===== src/rtl/srg_mips_pkg.sv =====
// Shared definitions for the ID/EX stage of the 32-bit MIPS datapath.
// Contents:
//   WIDTH_DEFAULT, REG_ADDR_W_DEFAULT  default datapath / register-number widths
//   op_sel_e                           ALU OperationSelect encodings
//   alu_op_e                           main-decoder ALUOp encodings
//   FUNCT_*                            R-type function-field values the ALU supports
//   ctrl_t                             main-decoder control bits carried into EX
package srg_mips_pkg;

    localparam int WIDTH_DEFAULT      = 32;
    localparam int REG_ADDR_W_DEFAULT = 5;

    typedef enum logic [2:0] {
        OP_AND = 3'b000,
        OP_OR  = 3'b001,
        OP_ADD = 3'b010,
        OP_SUB = 3'b110,
        OP_SLT = 3'b111
    } op_sel_e;

    typedef enum logic [1:0] {
        ALUOP_ADD   = 2'b00,
        ALUOP_SUB   = 2'b01,
        ALUOP_RTYPE = 2'b10,
        ALUOP_RSVD  = 2'b11
    } alu_op_e;

    localparam logic [5:0] FUNCT_ADD = 6'b100000;
    localparam logic [5:0] FUNCT_SUB = 6'b100010;
    localparam logic [5:0] FUNCT_AND = 6'b100100;
    localparam logic [5:0] FUNCT_OR  = 6'b100101;
    localparam logic [5:0] FUNCT_SLT = 6'b101010;

    typedef struct packed {
        logic reg_write;
        logic mem_read;
        logic mem_write;
        logic mem_to_reg;
        logic alu_src;
        logic reg_dst;
    } ctrl_t;

endpackage


===== src/rtl/srg_alu_control.sv =====
// ALU control decoder: maps registered ALUOp/Funct to the ALU's 3-bit
// OperationSelect and flags encodings the ALU cannot execute.
// Ports:
//   alu_op            in   2  main-decoder ALUOp
//   funct             in   6  R-type function field
//   operation_select  out  3  ALU operation (OP_ADD when illegal)
//   illegal_op        out  1  ALUOp/Funct combination is undecodable
module srg_alu_control
    import srg_mips_pkg::*;
(
    input  logic [1:0] alu_op,
    input  logic [5:0] funct,
    output logic [2:0] operation_select,
    output logic       illegal_op
);

    always_comb begin
        // NOTE: both outputs get a default before the case so every path
        // assigns them; leaving one unassigned on some path infers a latch.
        operation_select = OP_ADD;
        illegal_op       = 1'b0;
        case (alu_op)
            ALUOP_ADD: operation_select = OP_ADD;
            ALUOP_SUB: operation_select = OP_SUB;
            ALUOP_RTYPE: begin
                case (funct)
                    FUNCT_ADD: operation_select = OP_ADD;
                    FUNCT_SUB: operation_select = OP_SUB;
                    FUNCT_AND: operation_select = OP_AND;
                    FUNCT_OR:  operation_select = OP_OR;
                    FUNCT_SLT: operation_select = OP_SLT;
                    default:   illegal_op       = 1'b1;
                endcase
            end
            default: illegal_op = 1'b1;
        endcase
    end

endmodule


===== src/rtl/srg_id_ex_stage.sv =====
// ID/EX pipeline register feeding srg_32Bit_ALU. Latches decoded operands and
// controls, applies EX/MEM and MEM/WB forwarding, and drives the ALU operands
// and OperationSelect. Stall holds the stage; Flush loads a bubble and wins
// over Stall.
// Ports:
//   Clock, Reset                    clock, async active-high reset
//   Stall, Flush                    hazard-unit hold / bubble requests
//   InValid                         ID holds a real instruction
//   RsData, RtData, Imm16           operands from decode
//   Rs, Rt, Rd                      register numbers
//   ALUOp, Funct                    ALU decode inputs
//   ALUSrc .. MemToReg              main-decoder controls
//   ExMem*, MemWb*                  downstream writeback info for forwarding
//   A, B, OperationSelect           ALU inputs
//   StoreData, WriteReg             forwarded Rt / destination register
//   ExRegWrite .. ExMemToReg        registered controls (0 when not Valid)
//   Valid, IllegalOp                stage status
module srg_id_ex_stage
    import srg_mips_pkg::*;
#(
    parameter int WIDTH      = WIDTH_DEFAULT,
    parameter int REG_ADDR_W = REG_ADDR_W_DEFAULT
) (
    input  logic                  Clock,
    input  logic                  Reset,
    input  logic                  Stall,
    input  logic                  Flush,
    input  logic                  InValid,
    input  logic [WIDTH-1:0]      RsData,
    input  logic [WIDTH-1:0]      RtData,
    input  logic [15:0]           Imm16,
    input  logic [REG_ADDR_W-1:0] Rs,
    input  logic [REG_ADDR_W-1:0] Rt,
    input  logic [REG_ADDR_W-1:0] Rd,
    input  logic [1:0]            ALUOp,
    input  logic [5:0]            Funct,
    input  logic                  ALUSrc,
    input  logic                  RegDst,
    input  logic                  RegWrite,
    input  logic                  MemRead,
    input  logic                  MemWrite,
    input  logic                  MemToReg,
    input  logic                  ExMemRegWrite,
    input  logic                  MemWbRegWrite,
    input  logic [REG_ADDR_W-1:0] ExMemRd,
    input  logic [REG_ADDR_W-1:0] MemWbRd,
    input  logic [WIDTH-1:0]      ExMemResult,
    input  logic [WIDTH-1:0]      MemWbResult,
    output logic [WIDTH-1:0]      A,
    output logic [WIDTH-1:0]      B,
    output logic [2:0]            OperationSelect,
    output logic [WIDTH-1:0]      StoreData,
    output logic [REG_ADDR_W-1:0] WriteReg,
    output logic                  ExRegWrite,
    output logic                  ExMemRead,
    output logic                  ExMemWrite,
    output logic                  ExMemToReg,
    output logic                  Valid,
    output logic                  IllegalOp
);

    logic                  valid_q;
    ctrl_t                 ctrl_q;
    logic [WIDTH-1:0]      rs_data_q;
    logic [WIDTH-1:0]      rt_data_q;
    logic [15:0]           imm16_q;
    logic [REG_ADDR_W-1:0] rs_q;
    logic [REG_ADDR_W-1:0] rt_q;
    logic [REG_ADDR_W-1:0] rd_q;
    logic [1:0]            alu_op_q;
    logic [5:0]            funct_q;

    always_ff @(posedge Clock or posedge Reset) begin
        // NOTE: stage state uses non-blocking assignments so every register
        // samples the pre-edge values regardless of statement order.
        if (Reset) begin
            valid_q   <= 1'b0;
            ctrl_q    <= '0;
            rs_data_q <= '0;
            rt_data_q <= '0;
            imm16_q   <= '0;
            rs_q      <= '0;
            rt_q      <= '0;
            rd_q      <= '0;
            alu_op_q  <= ALUOP_ADD;
            funct_q   <= '0;
        end else if (Flush) begin
            // Bubble: operand registers keep whatever they hold; with Valid
            // low nothing downstream acts on them.
            valid_q <= 1'b0;
            ctrl_q  <= '0;
        end else if (!Stall) begin
            valid_q   <= InValid;
            ctrl_q    <= '{reg_write: RegWrite, mem_read: MemRead,
                           mem_write: MemWrite, mem_to_reg: MemToReg,
                           alu_src: ALUSrc, reg_dst: RegDst};
            rs_data_q <= RsData;
            rt_data_q <= RtData;
            imm16_q   <= Imm16;
            rs_q      <= Rs;
            rt_q      <= Rt;
            rd_q      <= Rd;
            alu_op_q  <= ALUOp;
            funct_q   <= Funct;
        end
    end

    // Forwarding: the younger EX/MEM result beats MEM/WB; $zero never forwards.
    logic [WIDTH-1:0] fwd_rs;
    logic [WIDTH-1:0] fwd_rt;

    always_comb begin
        fwd_rs = rs_data_q;
        if (rs_q != '0 && ExMemRegWrite && ExMemRd == rs_q)
            fwd_rs = ExMemResult;
        else if (rs_q != '0 && MemWbRegWrite && MemWbRd == rs_q)
            fwd_rs = MemWbResult;

        fwd_rt = rt_data_q;
        if (rt_q != '0 && ExMemRegWrite && ExMemRd == rt_q)
            fwd_rt = ExMemResult;
        else if (rt_q != '0 && MemWbRegWrite && MemWbRd == rt_q)
            fwd_rt = MemWbResult;
    end

    logic illegal_raw;

    srg_alu_control u_alu_control (
        .alu_op           (alu_op_q),
        .funct            (funct_q),
        .operation_select (OperationSelect),
        .illegal_op       (illegal_raw)
    );

    assign A         = fwd_rs;
    assign B         = ctrl_q.alu_src ? {{(WIDTH-16){imm16_q[15]}}, imm16_q} : fwd_rt;
    assign StoreData = fwd_rt;
    assign WriteReg  = ctrl_q.reg_dst ? rd_q : rt_q;

    // An undecodable op must not write state; MemToReg only selects a mux.
    assign Valid      = valid_q;
    assign IllegalOp  = valid_q & illegal_raw;
    assign ExRegWrite = valid_q & ctrl_q.reg_write & ~illegal_raw;
    assign ExMemRead  = valid_q & ctrl_q.mem_read  & ~illegal_raw;
    assign ExMemWrite = valid_q & ctrl_q.mem_write & ~illegal_raw;
    assign ExMemToReg = valid_q & ctrl_q.mem_to_reg;

endmodule


===== config.mk =====
export PLATFORM = sky130hd
export DESIGN_NAME = srg_id_ex_stage
export DESIGN_NICKNAME = d
export VERILOG_FILES = /design/src/rtl/srg_mips_pkg.sv /design/src/rtl/srg_alu_control.sv /design/src/rtl/srg_id_ex_stage.sv
export SDC_FILE = /design/constraint.sdc
export NUM_CORES = 1
export LEC_CHECK = 0
export CAP_MARGIN = 20
export CORE_MARGIN = 5
export CORE_UTILIZATION = 45
export DETAILED_ROUTE_END_ITERATION = 12
export GPL_TIMING_DRIVEN = 0
export PLACE_DENSITY = 0.88
export SLEW_MARGIN = 10
export SYNTH_ARGS = -nofsm -noshare
export SYNTH_HDL_FRONTEND = slang
export SYNTH_SLANG_ARGS = --single-unit

===== constraint.sdc =====
create_clock -name Clock -period 5.51 [get_ports Clock]
set_clock_uncertainty 0.1 [all_clocks]
set_input_delay 0.551 -clock Clock [delete_from_list [all_inputs] [get_ports Clock]]
set_output_delay 0.551 -clock Clock [all_outputs]
set_load 0.03 [all_outputs]

==> results of run 1 <==
## through the flow
step                      worst slack (ns)  std cells  power [mW]  utilization [%]  area [sq um]
after floorplan                       1.96        644        1.69                -          6500
after global placement               0.190       1125        2.22             67.5          9700
after detailed placement             0.677       1126        2.25             67.7          9730
after CTS                            0.617       1142        2.94             69.9         10000
after global routing                 0.531       1143        3.06             69.9         10000
final                                0.720       1143        2.93             69.9         10000
## cells by family (layout without fill, tap and decap cells)
| family | after synthesis | count (layout) |
|---|---|---|
| flops | 110 | 110 |
| compound gates | 120 | 120 |
| xor+xnor | 20 | 20 |
| buf+inv | 74 | 389 |
| fa+ha+maj | 3 | 3 |
| mux | 143 | 143 |
| simple gates | 174 | 174 |
## power by group through the flow
| stage | Combinational [mW] | Sequential [mW] | Clock [mW] |
|---|---|---|---|
| global placement | 1.22 | 0.997 | 0 |
| global route | 1.32 | 1.00 | 0.733 |
| CTS | 1.25 | 0.989 | 0.696 |
| detailed placement | 1.25 | 1.00 | 0 |
| finish | 1.25 | 0.991 | 0.687 |
| floorplan | 0.709 | 0.980 | 0 |
## worst reg2reg max path: cells and delay by family (launching register included)
| family | cells | cell delay, ns |
|---|---|---|
| AND/OR/NAND/NOR | 1 | 0.13 |
| buffers and inverters | 2 | 0.95 |
| flip-flops | 1 | 0.33 |
| multiplexers | 1 | 0.15 |
## state kept, by name, summed over array words and instances, names as in the netlist
register   cells
Valid          1
alu_op_q       2
ctrl_q         6
funct_q        6
imm16_q       16
rd_q           5
rs_data_q     32
rs_q           5
rt_data_q     32
rt_q           5
## cells in the final DEF, fill, tap and decap left out, types with 19 or more instances in the layout
| cell | instances |
|---|---|
| o21ai_0 | 34 |
| clkdlybuf4s50_1 | 297 |
| nand4_1 | 19 |
| nand3_1 | 22 |
| clkbuf_1 | 37 |
| mux2i_1 | 39 |
| nand2_1 | 52 |
| dfrtp_1 | 110 |
| mux2_2 | 104 |
| inv_1 | 20 |
| o31ai_1 | 32 |
| nor2_1 | 45 |
## worst max-delay path by stage
stage                  startpoint                endpoint  slack [ns]  cells past startpoint
finish              MemWbRegWrite                    A[2]        0.72                      8
global route        MemWbRegWrite                    A[2]        0.53                      8
CTS                 MemWbRegWrite                    A[2]        0.62                      8
detailed placement  MemWbRegWrite                    A[2]        0.68                      8
global placement            Reset  imm16_q[8]$_DFFE_PP0P_        0.19                      2
floorplan                   Reset       Valid$_DFFE_PP0P_        1.96                      1
## metal layers
metal	vias to the layer above	track usage, %	wire [microns]
met5	-	0	0
met4	0	11.2	872
met3	65	6.02	2180
met2	382	48.6	12300
met1	3163	36.2	9590
li1	2945	-	-
## area by class of cell
| type | instances | area [sq um] | area share [%] |
|---|---|---|---|
| flip-flops and latches | 110 | 2750 | 27.4 |
| clock inverters | 6 | 68.8 | 0.685 |
| well taps | 184 | 230 | 2.29 |
| plain buffers | 53 | 226 | 2.25 |
| clock buffers | 10 | 239 | 2.38 |
| multi-input cells | 460 | 3440 | 34.2 |
| repair buffers | 299 | 3010 | 29.9 |
| inverters | 21 | 83.8 | 0.834 |
==> run metrics, run 1 <==
Mapped Nets=837; Adder-Cell Fraction of Synth Area=0.578%; Mapped Cells=644; XOR/XNOR Fraction of Synth Area=2.81%; Iter 0 DRT Violations=582; number of synthesized flops with an enable pin=0; post-synth cell types=40; hold bufs inserted after CTS=0; DIE AREA=16,900 sq um; worst r2r path cells=4; Final Cycle Share=86.9%; main combinational cell family by area after synthesis=multiplexers; sequential group share of total power=33.8%; VDD IR max=0.000151 V; ant diodes=0; area grow syn2layout=54.6%; antenna-violating nets left=0; total negative slack=0 ns; Slew HR=44.3%; Synth top cells by count=dfrtp_1 (110), mux2_2 (104), nand2_1 (52); pin count of the biggest net entering global routing=71; Setup Buffers After CTS=0; Synth async-reset ratio=100%; Simple-Gate Fraction of Synth Area=12.7%; endpoint class of the critical path=output port; ranking of synthesized cells by area=dfrtp_1 (42%), mux2_2 (18%), mux2i_1 (6.0%); mapped cell area=6500 sq um; Primary FF master, synth=dfrtp_1; crit path DAT=4.14 ns; GRT Residual Overflow=0; Slowest cell on crit path=clkdlybuf4s50_1; worst reg2reg setup slack=3.78 ns; Hold Path End=funct_q[5]$_DFFE_PP0P_; Filler Cells Inserted=1,123; post-synthesis sequential element count=110; WS Path Type=primary input to output port; Int Power=1.87 mW; Max-Cap Viols=0; die height=130 microns; maximum clock rate=209 MHz; HP Start=funct_q[5]$_DFFE_PP0P_; # setup viols final=0; clock slew seen by the registers of the worst setup and hold paths=0.07 ns; via count=6,555; PortBufs=297; PD cells=292 nW/um^2; TritonCTS Buffers=9; WP data required=4.86 ns; Sw Ratio=36.2%; capturing point of the worst reg2reg path=ctrl_q[1]$_DFFE_PP0P_; CTS Root Cell=clkbuf_16; most frequent cell after synthesis=dfrtp_1; CTS max path bufs=2; Final Max Tran Viols=0; Via density=5.73; run status=finished, final reports clean; clk sink count=110; DP Wirelength=19,100 microns; P_leak=3.80 nW; post-cts sizing count=0; Clk network pwr share=23.5%; area share of the largest cell type after synthesis=42.4%; Worst-Margin Slew=0.828 ns; slowest stage delay, CP=0.77 ns; YS warnings=0; CP top delay family=buffers and inverters; Top cell by count, worst path=clkdlybuf4s50_1; drt first pass iters=5; final hold slack=0.406 ns; Initial Utilization=45.2%; Core Region=14,400 sq um; final wirelength=24,900 microns; compound-cell area share of the yosys netlist=12.8%; gr usage total=28.8%; CTS tree=built; Fin. Hold Viols=0; syn_area_per_cell=10.1 sq um; Final nets=1,147; hold crit path type=flop to flop; share of layout cells above drive strength 1=15.8%; H-tree depth=3; wire per inst=21.8 microns; Clk Latency, worst-skew pair=0.35 ns; placer congestion estimate=0.874; fin crit period=4.79 ns; chip width=130 microns; global-route wire length before repair=37,500 microns; I/O Pins=300; Residual DRC=0; WHS Path Cells=1; RSZ-0062 raised after global routing=false; worst path cell trace=clkdlybuf4s50_1, clkbuf_1, nand4_1, nor4_2, buf_2, mux2i_1, o21ai_0, clkdlybuf4s50_1; register area share after synthesis=42.4%; post-synthesis mux area share=24.0%; number of antenna violations at the first check in global routing=0; Logic pwr share=42.7%; nature of the critical path startpoint=primary input; worst reg2reg startpoint=ctrl_q[1]$_DFFE_PP0P_; Sw Pwr=1.06 mW; vias in the first global route=6,801; Row Count=44; cell taking the most area after synthesis=dfrtp_1; CP Max Fanout=10; number of buffers and inverters on the critical path=4
Power figures use the tool's default switching activity.
==> run 2: changes to the inputs <==
--- a/config.mk
+++ b/config.mk
@@ -10,7 +10,9 @@
 export CORE_UTILIZATION = 45
 export DETAILED_ROUTE_END_ITERATION = 12
 export GPL_TIMING_DRIVEN = 0
+export HOLD_SLACK_MARGIN = 0.05
 export PLACE_DENSITY = 0.88
+export RECOVER_POWER = 100
 export SLEW_MARGIN = 10
 export SYNTH_ARGS = -nofsm -noshare
 export SYNTH_HDL_FRONTEND = slang
==> run 2 against run 1 <==
Net effect:
- the run now ends with max-capacitance violations, max-slew violations left
- core utilization decreased by 0.24 points
- register-to-register slack about the same
- die area unchanged
- via count decreased by 0.21%
- critical path depth unchanged
- global-route usage unchanged
- sequential cell count unchanged
- final area decreased by 0.35%
- non-clock buffer count unchanged
- count of clock-buffer cells in the layout unchanged
- wire length about the same
==> run metrics, run 2 (synthesized netlist as in run 1, its figures left out) <==
Slowest cell on crit path=dlygate4sd3_1; via count=6,541; total negative slack=0 ns; I/O Pins=300; run status=finished, violations left; H-tree depth=3; failing checks=max-capacitance violations, max-slew violations; worst path cell trace=clkdlybuf4s50_1, xnor2_2, nand2_1, nor3_2, clkbuf_1, o221a_1, o31ai_1, dlygate4sd3_1; wire per inst=21.8 microns; Total Power=2.87 mW; DP Wirelength=19,100 microns; gr usage total=28.8%; endpoint class of the critical path=output port; pin count of the biggest net entering global routing=71; Slew HR=-24.1%; slowest stage delay, CP=0.73 ns; CTS tree=built; Final Max Tran Viols=113; commonest cells after routing, fill and taps aside=clkdlybuf4s50_1 (192), dfrtp_1 (110), dlygate4sd3_1 (105); post-cts sizing count=0; CTS max path bufs=2; Final Cycle Share=89.1%; CTS Root Cell=clkbuf_16; DIE AREA=16,900 sq um; drt first pass iters=8; WS Path Type=primary input to output port; # setup viols final=0; area grow syn2layout=54.1%; Core Region=14,400 sq um; vias in the first global route=6,801; antenna-violating nets left=0; Row Count=44; Max-Cap Viols=2; maximum clock rate=204 MHz; Via density=5.72; Clk Latency, worst-skew pair=0.35 ns; hold bufs inserted after CTS=0; number of antenna violations at the first check in global routing=0; Initial Utilization=45.2%; Setup Buffers After CTS=0; WP data required=4.86 ns; ant diodes=0; TritonCTS Buffers=9; Iter 0 DRT Violations=646; hold crit path type=flop to flop; Fin. Hold Viols=0; most common cell after layout, fill and taps aside=clkdlybuf4s50_1; crit path DAT=4.26 ns; share of layout cells above drive strength 1=15.6%; die height=130 microns; Residual DRC=0; chip width=130 microns; global-route wire length before repair=37,500 microns; VDD IR max=0.000150 V; P_leak=3.87 nW; placer congestion estimate=0.874; fin crit period=4.91 ns; clk sink count=110; CP Max Fanout=10; PortBufs=297; PD cells=287 nW/um^2; Final nets=1,147; RSZ-0062 raised after global routing=false; Top Registers=rs_data_q: 32 flops, rt_data_q: 32 flops, imm16_q: 16 flops; nature of the critical path startpoint=primary input; GRT Residual Overflow=0; final wirelength=24,900 microns; clock slew seen by the registers of the worst setup and hold paths=0.07 ns; Worst-Margin Slew=1.85 ns
run 2: cell types whose count changed in the layout (fill, tap and decap cells not counted), sizes merged:
| cell | delta |
|---|---|
| buf | -2 |
| dlygate4sd3 | +105 |
| clkdlybuf4s50 | -105 |
| inv | -1 |
| clkinvlp | +1 |
| clkbuf | +2 |
run 2: area by class of cell:
cell class | count | area, sq um
Clock inverter | 6 | 68.8
Multi-Input combinational cell | 460 | 3430
Fill cell | 1126 | 4350
Inverter | 21 | 80.1
Sequential cell | 110 | 2750
Tap cell | 184 | 230
Clock buffer | 10 | 239
Buffer | 53 | 226
Timing Repair Buffer | 299 | 2990
run 2: worst paths after layout:
check	startpoint	to	slack, ns	depth (start not counted)
setup reg to reg	ctrl_q[1]$_DFFE_PP0P_	ctrl_q[1]$_DFFE_PP0P_	3.77	4
setup / recovery	MemWbRd[1]	B[27]	0.60	8
hold / removal	funct_q[5]$_DFFE_PP0P_	funct_q[5]$_DFFE_PP0P_	0.41	1
hold reg to reg	funct_q[5]$_DFFE_PP0P_	funct_q[5]$_DFFE_PP0P_	0.41	1
max in group asynchronous	Reset	rt_data_q[10]$_DFFE_PP0P_	1.84	3
min in group asynchronous	Reset	rs_data_q[27]$_DFFE_PP0P_	1.03	2
run 2: through the flow:
| stage | hold WS, ns | cells | utilization, % | setup slack, ns | area, sq um |
|---|---|---|---|---|---|
| after floorplan | 0.373 | 644 | - | 1.96 | 6500 |
| after global placement | 0.384 | 1125 | 67.5 | 0.190 | 9700 |
| after detailed placement | 0.392 | 1126 | 67.7 | 0.677 | 9730 |
| after CTS | 0.411 | 1142 | 69.9 | 0.617 | 10000 |
| after global routing | 0.427 | 1143 | 69.7 | 0.333 | 10000 |
| final | 0.406 | 1143 | 69.7 | 0.599 | 10000 |
run 2: worst max-delay path: cells and delay by family:
family | cells | cell delay [ns]
AOI/OAI and AO/OA | 2 | 0.39
xor gates and xnor gates | 1 | 0.61
and+or+nand+nor | 2 | 1.02
buffers and inverters | 3 | 1.67
run 2: metal layers:
layer	wire, microns	share of wire [%]	GRT usage (%)
met5	0	0	0
met4	807	3.2	11.2
met3	2140	8.6	6.02
met2	12300	49	48.6
met1	9660	39	36.2
run 2: power breakdown:
part / switching [mW] / internal, mW / leakage [nW]
Sequential: 0.0725 / 0.919 / 1.31
Clock: 0.320 / 0.367 / 0.137
Combinational: 0.661 / 0.532 / 2.42
